===== config.mk =====
export PLATFORM = sky130hd
export DESIGN_NAME = muldiv_seq_flat
export DESIGN_NICKNAME = d
export VERILOG_FILES = /design/src/rtl/muldiv_seq_pkg.sv /design/src/rtl/muldiv_seq_if.sv /design/src/rtl/muldiv_seq_step.sv /design/src/rtl/muldiv_seq.sv /design/src/flat_wrapper.sv
export SDC_FILE = /design/constraint.sdc
export NUM_CORES = 1
export LEC_CHECK = 0
export BUFFER_PORTS_ARGS = -buffer_cell sky130_fd_sc_hd__buf_2
export CORE_UTILIZATION = 62
export DETAILED_ROUTE_END_ITERATION = 16
export GPL_TIMING_DRIVEN = 0
export PLACE_DENSITY = 0.87
export SLEW_MARGIN = 20
export SYNTH_ARGS = -nofsm -noshare
export SYNTH_HDL_FRONTEND = slang
export SYNTH_SLANG_ARGS = --single-unit

===== constraint.sdc =====
create_clock -name clk -period 4.3 [get_ports clk]
set_input_delay 0.645 -clock clk [delete_from_list [all_inputs] [get_ports clk]]
set_output_delay 0.645 -clock clk [all_outputs]
set_load 0.02 [all_outputs]

===== src/rtl/muldiv_seq_pkg.sv =====
// ---------------------------------------------------------------------------
// muldiv_pkg : shared definitions for the iterative multiply/divide sequencer.
//   WIDTH / ITER  operand width and number of datapath iterations
//   CNT_W         step counter width
//   DZ_LO         LO value reported on a divide by zero
//   op_e          MULT / MULTU / DIV / DIVU encodings
//   state_e       sequencer states
//   helpers       op classification and conditional absolute value
// ---------------------------------------------------------------------------
package muldiv_pkg;

    localparam int WIDTH = 32;
    localparam int ITER  = WIDTH;
    localparam int CNT_W = $clog2(ITER);

    localparam logic [WIDTH-1:0] DZ_LO = 32'hFFFF_FFFF;

    typedef enum logic [1:0] {
        OP_MULT  = 2'b00,
        OP_MULTU = 2'b01,
        OP_DIV   = 2'b10,
        OP_DIVU  = 2'b11
    } op_e;

    typedef enum logic [2:0] {
        S_IDLE = 3'd0,
        S_PREP = 3'd1,
        S_RUN  = 3'd2,
        S_FIX  = 3'd3,
        S_DONE = 3'd4
    } state_e;

    // Divisions have op[1] set.
    function automatic logic op_is_div(input op_e op);
        return op[1];
    endfunction

    // Signed variants have op[0] clear.
    function automatic logic op_is_signed(input op_e op);
        return ~op[0];
    endfunction

    // Magnitude of a two's-complement value when en is set, raw value otherwise.
    function automatic logic [WIDTH-1:0] abs_if(input logic [WIDTH-1:0] v, input logic en);
        logic [WIDTH-1:0] r;
        if (en && v[WIDTH-1]) begin
            r = -v;
        end else begin
            r = v;
        end
        return r;
    endfunction

endpackage


===== src/rtl/muldiv_seq_if.sv =====
// ---------------------------------------------------------------------------
// muldiv_seq_if : request/result bus between the CPU controller and the
// multiply/divide sequencer.
//   master : controller side (drives start/op/a/b/cancel)
//   slave  : sequencer side (drives busy/done/hilo_we/hi/lo/dz)
// ---------------------------------------------------------------------------
interface muldiv_seq_if #(
    parameter int WIDTH = 32
);
    logic             start;
    logic [1:0]       op;
    logic [WIDTH-1:0] a;
    logic [WIDTH-1:0] b;
    logic             cancel;
    logic             busy;
    logic             done;
    logic             hilo_we;
    logic [WIDTH-1:0] hi;
    logic [WIDTH-1:0] lo;
    logic             dz;

    modport master (
        output start, op, a, b, cancel,
        input  busy, done, hilo_we, hi, lo, dz
    );

    modport slave (
        input  start, op, a, b, cancel,
        output busy, done, hilo_we, hi, lo, dz
    );
endinterface


===== src/rtl/muldiv_seq_step.sv =====
// ---------------------------------------------------------------------------
// muldiv_step : one iteration of the shared shift-add / restoring-divide
// datapath (purely combinational).
//   i_is_div  1 = divide step, 0 = multiply step
//   i_acc     current 64-bit accumulator
//              multiply: {partial sum, remaining multiplier}
//              divide  : {partial remainder, dividend/quotient bits}
//   i_opnd    multiplicand (multiply) or divisor (divide), unsigned magnitude
//   i_lsb     multiplier LSB (i_acc[0]) deciding whether to add
//   o_acc     accumulator after this iteration
// ---------------------------------------------------------------------------
module muldiv_step #(
    parameter int WIDTH = 32
) (
    input  logic               i_is_div,
    input  logic [2*WIDTH-1:0] i_acc,
    input  logic [WIDTH-1:0]   i_opnd,
    input  logic               i_lsb,
    output logic [2*WIDTH-1:0] o_acc
);

    logic [WIDTH:0] w_sum;
    logic [WIDTH:0] w_trial;
    logic [WIDTH:0] w_diff;

    // Next accumulator for a single multiply or divide iteration.
    always_comb begin
        w_sum   = {1'b0, i_acc[2*WIDTH-1:WIDTH]};
        // Shifted partial remainder needs WIDTH+1 bits before the trial subtract.
        w_trial = i_acc[2*WIDTH-1:WIDTH-1];
        w_diff  = w_trial - {1'b0, i_opnd};
        o_acc   = i_acc;
        if (i_is_div) begin
            // No borrow: keep the difference and shift in a 1 quotient bit.
            if (!w_diff[WIDTH]) begin
                o_acc = {w_diff[WIDTH-1:0], i_acc[WIDTH-2:0], 1'b1};
            end else begin
                o_acc = {w_trial[WIDTH-1:0], i_acc[WIDTH-2:0], 1'b0};
            end
        end else begin
            if (i_lsb) begin
                w_sum = {1'b0, i_acc[2*WIDTH-1:WIDTH]} + {1'b0, i_opnd};
            end else begin
                w_sum = {1'b0, i_acc[2*WIDTH-1:WIDTH]};
            end
            // Carry out of the add becomes the new MSB after the right shift.
            o_acc = {w_sum, i_acc[WIDTH-1:1]};
        end
    end

endmodule


===== src/rtl/muldiv_seq.sv =====
// ---------------------------------------------------------------------------
// muldiv_seq : iterative MULT/MULTU/DIV/DIVU sequencer.
//   clk    clock, rising edge
//   rst    asynchronous active-low reset
//   mdbus  slave side of muldiv_seq_if:
//            start/op/a/b  request, sampled in IDLE or DONE
//            cancel        synchronous abort back to IDLE
//            busy          PREP/RUN/FIX in progress
//            done/hilo_we  one-cycle result-valid pulse
//            hi/lo/dz      registered result, updated on entry to DONE
// ---------------------------------------------------------------------------
module muldiv_seq
    import muldiv_pkg::*;
(
    input  logic        clk,
    input  logic        rst,
    muldiv_seq_if.slave mdbus
);

    state_e             r_state;
    op_e                r_op;
    logic [WIDTH-1:0]   r_a;
    logic [WIDTH-1:0]   r_b;
    logic [2*WIDTH-1:0] r_acc;
    logic [WIDTH-1:0]   r_opnd;
    logic [CNT_W-1:0]   r_cnt;
    logic               r_neg_q;
    logic               r_neg_r;
    logic [WIDTH-1:0]   r_hi;
    logic [WIDTH-1:0]   r_lo;
    logic               r_dz;

    logic [2*WIDTH-1:0] w_acc_next;
    logic [2*WIDTH-1:0] w_prod;
    logic [WIDTH-1:0]   w_fix_hi;
    logic [WIDTH-1:0]   w_fix_lo;
    logic [WIDTH-1:0]   w_abs_a;
    logic [WIDTH-1:0]   w_abs_b;
    logic               w_accept;

    muldiv_step #(.WIDTH(WIDTH)) u_step (
        .i_is_div (op_is_div(r_op)),
        .i_acc    (r_acc),
        .i_opnd   (r_opnd),
        .i_lsb    (r_acc[0]),
        .o_acc    (w_acc_next)
    );

    assign w_abs_a  = abs_if(r_a, op_is_signed(r_op));
    assign w_abs_b  = abs_if(r_b, op_is_signed(r_op));
    // Cancel wins over a simultaneous start.
    assign w_accept = mdbus.start & ~mdbus.cancel;

    // Sign fix-up of the raw unsigned result, applied when leaving FIX.
    always_comb begin
        w_prod   = r_acc;
        w_fix_hi = r_acc[2*WIDTH-1:WIDTH];
        w_fix_lo = r_acc[WIDTH-1:0];
        if (op_is_div(r_op)) begin
            w_fix_hi = r_neg_r ? -r_acc[2*WIDTH-1:WIDTH] : r_acc[2*WIDTH-1:WIDTH];
            w_fix_lo = r_neg_q ? -r_acc[WIDTH-1:0] : r_acc[WIDTH-1:0];
        end else begin
            w_prod   = r_neg_q ? -r_acc : r_acc;
            w_fix_hi = w_prod[2*WIDTH-1:WIDTH];
            w_fix_lo = w_prod[WIDTH-1:0];
        end
    end

    // Sequencer FSM with datapath registers and result registers.
    always_ff @(posedge clk or negedge rst) begin
        if (!rst) begin
            r_state <= S_IDLE;
            r_op    <= OP_MULT;
            r_a     <= '0;
            r_b     <= '0;
            r_acc   <= '0;
            r_opnd  <= '0;
            r_cnt   <= '0;
            r_neg_q <= 1'b0;
            r_neg_r <= 1'b0;
            r_hi    <= '0;
            r_lo    <= '0;
            r_dz    <= 1'b0;
        end else begin
            case (r_state)
                S_IDLE, S_DONE: begin
                    if (w_accept) begin
                        r_state <= S_PREP;
                        r_op    <= op_e'(mdbus.op);
                        r_a     <= mdbus.a;
                        r_b     <= mdbus.b;
                    end else begin
                        r_state <= S_IDLE;
                    end
                end
                S_PREP: begin
                    if (mdbus.cancel) begin
                        r_state <= S_IDLE;
                    end else if (op_is_div(r_op) && (r_b == '0)) begin
                        // Divide by zero: report raw dividend, no iterations.
                        r_state <= S_DONE;
                        r_hi    <= r_a;
                        r_lo    <= DZ_LO;
                        r_dz    <= 1'b1;
                    end else begin
                        r_state <= S_RUN;
                        r_cnt   <= '0;
                        r_neg_q <= op_is_signed(r_op) & (r_a[WIDTH-1] ^ r_b[WIDTH-1]);
                        r_neg_r <= op_is_signed(r_op) & op_is_div(r_op) & r_a[WIDTH-1];
                        if (op_is_div(r_op)) begin
                            r_acc  <= {{WIDTH{1'b0}}, w_abs_a};
                            r_opnd <= w_abs_b;
                        end else begin
                            r_acc  <= {{WIDTH{1'b0}}, w_abs_b};
                            r_opnd <= w_abs_a;
                        end
                    end
                end
                S_RUN: begin
                    if (mdbus.cancel) begin
                        r_state <= S_IDLE;
                    end else begin
                        r_acc <= w_acc_next;
                        if (r_cnt == CNT_W'(ITER - 1)) begin
                            r_state <= S_FIX;
                        end else begin
                            r_state <= S_RUN;
                            r_cnt   <= r_cnt + CNT_W'(1);
                        end
                    end
                end
                S_FIX: begin
                    if (mdbus.cancel) begin
                        r_state <= S_IDLE;
                    end else begin
                        r_state <= S_DONE;
                        r_hi    <= w_fix_hi;
                        r_lo    <= w_fix_lo;
                        r_dz    <= 1'b0;
                    end
                end
                default: begin
                    r_state <= S_IDLE;
                end
            endcase
        end
    end

    // Status decoded from the state register only; no input-to-output path.
    assign mdbus.busy    = (r_state == S_PREP) || (r_state == S_RUN) || (r_state == S_FIX);
    assign mdbus.done    = (r_state == S_DONE);
    assign mdbus.hilo_we = (r_state == S_DONE);
    assign mdbus.hi      = r_hi;
    assign mdbus.lo      = r_lo;
    assign mdbus.dz      = r_dz;

endmodule


===== src/flat_wrapper.sv =====
// flat-port wrapper written by rule: the top's interface ports become plain ports
module muldiv_seq_flat import muldiv_pkg::*;
  (clk, rst, mdbus_start, mdbus_op, mdbus_a, mdbus_b, mdbus_cancel, mdbus_busy, mdbus_done, mdbus_hilo_we, mdbus_hi, mdbus_lo, mdbus_dz);
  muldiv_seq_if #(.WIDTH(32)) mdbus_i ();
  input  logic clk;
  input  logic rst;
  input wire logic [$bits(mdbus_i.start)-1:0] mdbus_start;
  input wire logic [$bits(mdbus_i.op)-1:0] mdbus_op;
  input wire logic [$bits(mdbus_i.a)-1:0] mdbus_a;
  input wire logic [$bits(mdbus_i.b)-1:0] mdbus_b;
  input wire logic [$bits(mdbus_i.cancel)-1:0] mdbus_cancel;
  output wire logic [$bits(mdbus_i.busy)-1:0] mdbus_busy;
  output wire logic [$bits(mdbus_i.done)-1:0] mdbus_done;
  output wire logic [$bits(mdbus_i.hilo_we)-1:0] mdbus_hilo_we;
  output wire logic [$bits(mdbus_i.hi)-1:0] mdbus_hi;
  output wire logic [$bits(mdbus_i.lo)-1:0] mdbus_lo;
  output wire logic [$bits(mdbus_i.dz)-1:0] mdbus_dz;
  assign mdbus_i.start = mdbus_start;
  assign mdbus_i.op = mdbus_op;
  assign mdbus_i.a = mdbus_a;
  assign mdbus_i.b = mdbus_b;
  assign mdbus_i.cancel = mdbus_cancel;
  assign mdbus_busy = mdbus_i.busy;
  assign mdbus_done = mdbus_i.done;
  assign mdbus_hilo_we = mdbus_i.hilo_we;
  assign mdbus_hi = mdbus_i.hi;
  assign mdbus_lo = mdbus_i.lo;
  assign mdbus_dz = mdbus_i.dz;
  muldiv_seq u_core (.clk(clk), .rst(rst), .mdbus(mdbus_i));
endmodule

# Yosys cells after proc, flatten, opt, wreduce, memory -nomap -nowiden
# Index checks and enable logic that the tools add are counted.
# totals
register_bits,237
inputBits,70
out_inout_bits,68
wordCells,94
# op_classes
addsub,8
n_eq_ne,11
mux,40
bitwise_logic,8
n_reduce_logical,15
# op_table
operator,n
$mux 32,14
$mux 64,6
$neg 32->32,4
$pmux 32 s2,2
$pmux 64 s2,1
$neg 64->64,1
$add 32x32->33,1
$mux 33,1
$sub 33x32->33,1
$logic_not 32->1,1
$mux 5,4
$mux 3,4
$pmux 3 s4,1
$ne 2x2->1 const B,5
$pmux 5 s2,1
$reduce_and 4->1,2
$eq 3x2->1 const B,2
$add 5x1->5 const B,1
$eq 5x5->1 const B,1
$mux 1,5
$reduce_and 5->1,1
$and 1x1->1,4
$reduce_bool 2->1,2
$eq 3x1->1 const B,1
11 further kinds,16

# Longest topological paths before layout
# depth
depth_word,7
depth_mapped,13
mapped_depth_nobuf,12

# By module
# A second synthesis with hierarchy kept.
# unflattened
hier_cells,2242
hier_area_um2,18298.8
# modules_own_cells
mod,instances,cells_per_inst,area_per_inst_um2,seq_area_each_um2
muldiv_seq,1,1521,13350.3,5930.7
muldiv_step,1,721,4948.5,0.0

# Worst setup path after synthesis
# No wires, ideal clock.
# synth_path
kind,flip-flop to flip-flop
startpoint,reg u_core.r_acc[0]
endpoint,"reg u_core.r_hi[26], in the netlist u_core.mdbus.hi[26]"
setup_ps,133
arrival_time_ps,3208
required_time_ps,4167
slack_ps,959
stages_incl_launch_ff,13
path_buffers,2
period_less_slack_ps,3341
cell_sequence,dfrtp_1 -> clkbuf_1 -> inv_1 -> clkbuf_1 -> ha_1 -> or3b_2 -> nor4_1 -> nand4_1 -> or2_2 -> o311ai_1 -> o21ai_0 -> xnor2_1 -> o21ai_0
# synth_between
elab_chain_len,5
# synth_lines
element,line,text
start: declaration,muldiv_seq.sv:24,logic [2*WIDTH-1:0] r_acc;
start signal: assignment,muldiv_seq.sv:111,"r_acc <= {{WIDTH{1'b0}}, w_abs_a};"
start signal: assignment,muldiv_seq.sv:114,"r_acc <= {{WIDTH{1'b0}}, w_abs_b};"
start signal: assignment,muldiv_seq.sv:123,r_acc <= w_acc_next;
$neg 64->64,muldiv_seq.sv:63,w_prod = r_neg_q ? -r_acc : r_acc;
$mux 64,muldiv_seq.sv:63,
$mux 32,muldiv_seq.sv:59,if (op_is_div(r_op)) begin
$mux 32,muldiv_seq.sv:133,if (mdbus.cancel) begin
$pmux 32 s2,muldiv_seq.sv:85,case (r_state)
end signal: assignment,muldiv_seq.sv:102,r_hi <= r_a;
end signal: assignment,muldiv_seq.sv:137,r_hi <= w_fix_hi;
end: declaration,muldiv_seq.sv:29,logic [WIDTH-1:0] r_hi;
# No other way between the ends. The select of a mux whose other input is x is not followed.
# A chain may end at the register's enable or synchronous reset.

# Worst setup path in the final report
# layout_path
startpoint,reg u_core.r_b[0]
endpoint,"reg u_core.r_lo[12], in the netlist u_core.mdbus.lo[12]"
# layout_between
elab_chain_len,4
# layout_lines
element,line,text
start: declaration,muldiv_seq.sv:23,logic [WIDTH-1:0] r_b;
start signal: assignment,muldiv_seq.sv:91,r_b <= mdbus.b;
$logic_not 32->1,muldiv_seq.sv:99,end else if (op_is_div(r_op) && (r_b == '0)) begin
$logic_and 1x1->1,muldiv_seq.sv:99,
$ne 2x1->1 (no line),n/a,
$reduce_and 4->1 (no line),n/a,
end signal: assignment,muldiv_seq.sv:138,r_lo <= w_fix_lo;
end: declaration,muldiv_seq.sv:30,logic [WIDTH-1:0] r_lo;
# No other way between the ends.

==> results.toml <==
[status]
outcome = "finished, violations left"
violations = "negative setup slack"

[layout]
utilization = 0.706
areaGrowthSynthToFinish_pct = 12.2
final_cell_area_mm2 = 0.0196
seq_area_mm2 = 0.00593
antenna_cells = 0
fillCellCount = 2280
multi_input_area_mm2 = 0.0108
drive_gt1_frac = 0.137
nets = 2384

[yosys]
synth-edff-count = 0
avgSynthCellArea_um2 = 8.42
yosysTopAreaCell = "dfrtp_1"
yosysSeqAreaShare = 0.340
ys_types = 85
netlist_instances = 2071
syn-cell-area_mm2 = 0.0174
ys.warnings.count = 0
synth_area_leaders = "dfrtp_1 34%, a21oi_1 6.2%, o21ai_0 5.5%, ha_1 5.0%, xor2_1 4.8%"
async_reset_ff_frac = 1.00
synth_top_area_frac = 0.340
synth-seq-cells = 237
ys.flop_type = "dfrtp_1"
syn_nets = 2213

[worst_setup_path]
cp_cell_sequence = "inv_1 > ha_1 > or4b_2 > nor2_1 > nand3_1 > or2_2 > nor2_2 > buf_2 > buf_1 > nor3_1 > a21oi_1"
crit_arrival_ns = 4.86
crit_type = "reg -> reg"
cp_max_fo = 10
max_stage_delay_ns = 0.69
cp-start-kind = "flip-flop"
endpoint_kind = "flip-flop"
required_ns = 4.77
crit_path_top_delay_cell = "buf_1"
critPathTopFamily = "simple AND/OR/NAND/NOR gates"
crit_buf_inv = 3

[timing]
finalCriticalPeriod_ns = 4.38
hold_violations = 0
fin_ws_ns = -0.0834
drv_slew = 0
finalCritPeriodShare = 1.02
timing.slew.headroom = 0.292
hold_ws_ns = 0.00802
fin_worst_skew_ns = 0.0129
rsz0062_at_grt = "true"
fmax_mhz = 228
setup_viol = 10
worstMarginPinSlew_ns = 1.06

[global_routing]
antenna_found_initial = 1
grt_pass1_wl_um = 101000
grt_pass1_vias = 16900
grt_max_degree = 93
grt.total_usage = 0.470
grt.overflow.total = 0

[placement]
port-buffer-count = 136
finalWeightedCongestion = 1.09
dpl_cell_area_mm2 = 0.0187
dpl.hpwl_um = 52100
place_ws_ns = -0.630

[die]
initial_core_util = 0.629
die_area_mm2 = 0.0288
core_mm2 = 0.0277
placementRows = 61
io_pins = 138
die_width_um = 170
die_h_um = 170

[pwr]
p_comb_frac = 0.599
power_density_mw_per_mm2 = 843
power_frac_seq = 0.265
internal_power_mw = 7.98
pwr-share-clk = 0.137
p_sw_frac = 0.516
p_sw_mw = 8.51
peakVddDrop_uv = 615
leakagePower_nw = 8.52

[clock_tree]
cts_made_buffers = 27
cts.htree.levels = 1
ctsLongestPathBuffers = 3
cts.sinks = 237
ctsHoldBuffers = 0
cts.clk_slew.worst_paths_ns = 0.06
root_buffer = "clkbuf_16"
insertion_delay_ns = 0.56
cts_tree = "yes"

[routing]
drt_iter0_drc = 2517
vias_per_cell = 6.96
vias = 18300
drc = 0
wl_per_cell_um = 25.9
wl_um = 68200
ant_nets = 0
drtPass1Iterations = 8

[worst_hold_path]
worst_hold_path_type = "in -> async"

[run]
maxCapViolCount = 0
## stage by stage
step,power [mW],setup TNS [ns],instances
3_5_place_dp,13.7,-7.50,2587
2_1_floorplan,10.6,0,2071
5_1_grt,17.3,-0.664,2636
6_report,16.5,-0.342,2636
3_3_place_gp,13.5,-375.25,2585
4_1_cts,16.0,0,2631
## Yosys cell counts, types with 10 or more instances
cell type,instances
inv_1,61
nor2b_1,13
a221o_1,11
a21oi_1,215
xor2_1,95
a2111oi_0,10
buf_1,12
a22oi_1,20
nor4_1,17
o21ai_0,192
a21o_1,32
a31oi_1,10
nand4_1,21
a211oi_1,31
or3_1,25
or4_1,15
dfrtp_1,237
o211ai_1,14
o21a_1,16
nand3_1,19
mux2i_1,54
clkbuf_1,114
nor3_1,68
nand2b_1,20
or2_2,11
and3_1,13
o41ai_1,12
o221ai_1,18
nand2_1,189
o31ai_1,30
mux2_2,66
ha_1,70
nor2_1,162
xnor2_1,72
## state kept, by name, indices dropped and copies added (netlist names)
register	cells
u_core.r_neg_q	1
u_core.r_opnd	32
u_core.mdbus.lo	32
u_core.r_acc	64
u_core.r_op	2
u_core.mdbus.hi	32
u_core.r_state	3
u_core.r_cnt	5
u_core.mdbus.dz	1
u_core.r_b	32
u_core.r_a	32
u_core.r_neg_r	1
## worst paths after layout
check,start,to,slack (ns),depth (start not counted)
min reg2reg,u_core.mdbus.hi[12],u_core.mdbus.hi[12],0.50,2
max in group asynchronous,rst,u_core.r_opnd[21],3.43,2
min in group clk,mdbus_b[4],u_core.r_b[4],0.30,3
max reg2reg,u_core.r_b[0],u_core.mdbus.lo[12],-0.08,11
max,u_core.r_b[0],u_core.mdbus.lo[12],-0.08,11
min,rst,u_core.mdbus.dz,0.008,1
## per-layer routing
layer  vias to the layer above  GRT usage  routed length, um  part of all wire
li1                       7882          -                  -                 -
met1                      8736      0.638              26300              0.39
met2                      1430      0.664              27600              0.40
met3                       294      0.142               9700              0.14
met4                         2      0.260               4630             0.068
met5                         -          0                 13           0.00019
## power by group through the flow
stage	clock network (mW)	logic (mW)	registers, mW
after global routing	2.30	10.6	4.37
after detailed placement	0	9.38	4.27
after CTS	2.23	9.48	4.25
after floorplan	0	6.54	4.09
after global placement	0	9.21	4.24
final	2.25	9.87	4.36
## final cells by class
class	instances	share of cell area
repair buffers	143	0.0400
well taps	378	0.0242
flip-flops and latches	237	0.303
clock inverters	10	0.00428
plain buffers	131	0.0265
inverters	63	0.0123
multi-input cells	1639	0.551
clock buffers	35	0.0381
## kinds of logic after synthesis
group	count (synthesis)	share of synthesized area
muxes	122	0.0762
buffers and inverters	195	0.0426
AOI/OAI and AO/OA	672	0.238
DFF	237	0.340
and+or+nand+nor	605	0.166
xor gates and xnor gates	168	0.0848
adders and majority gates	72	0.0525
## timing repair
action,in CTS,in global routing
setup buffers,0,5
endpoints found under the setup margin,34,116
gates resized for setup,5,27
pin swaps,0,2
## placed cells by master, fill, tap and decap left out, types with 19 or more instances in the layout
cell type    n
nand3_1     19
nand4_1     21
xor2_1      95
nor3_1      68
a22oi_1     20
mux2_2      66
clkbuf_16   27
o31ai_1     30
nand2b_1    20
clkbuf_1   105
buf_2      140
o21ai_0    191
a21oi_1    215
ha_1        70
xnor2_1     70
or3_1       25
inv_1       60
nand2_1    189
a21o_1      32
dfrtp_1    237
nor2_1     161
a211oi_1    31
mux2i_1     54
## worst register-to-register path, delay by kind of cell, from the launching register on
kind / cells / cell delay (ns)
flip-flops: 1 / 0.43
AO/OA/AOI/OAI: 1 / 0.19
buffers and inverters: 3 / 1.21
adder cells (fa/ha/maj): 1 / 0.23
AND/OR/NAND/NOR: 6 / 2.25
Power figures use the tool's default switching activity.
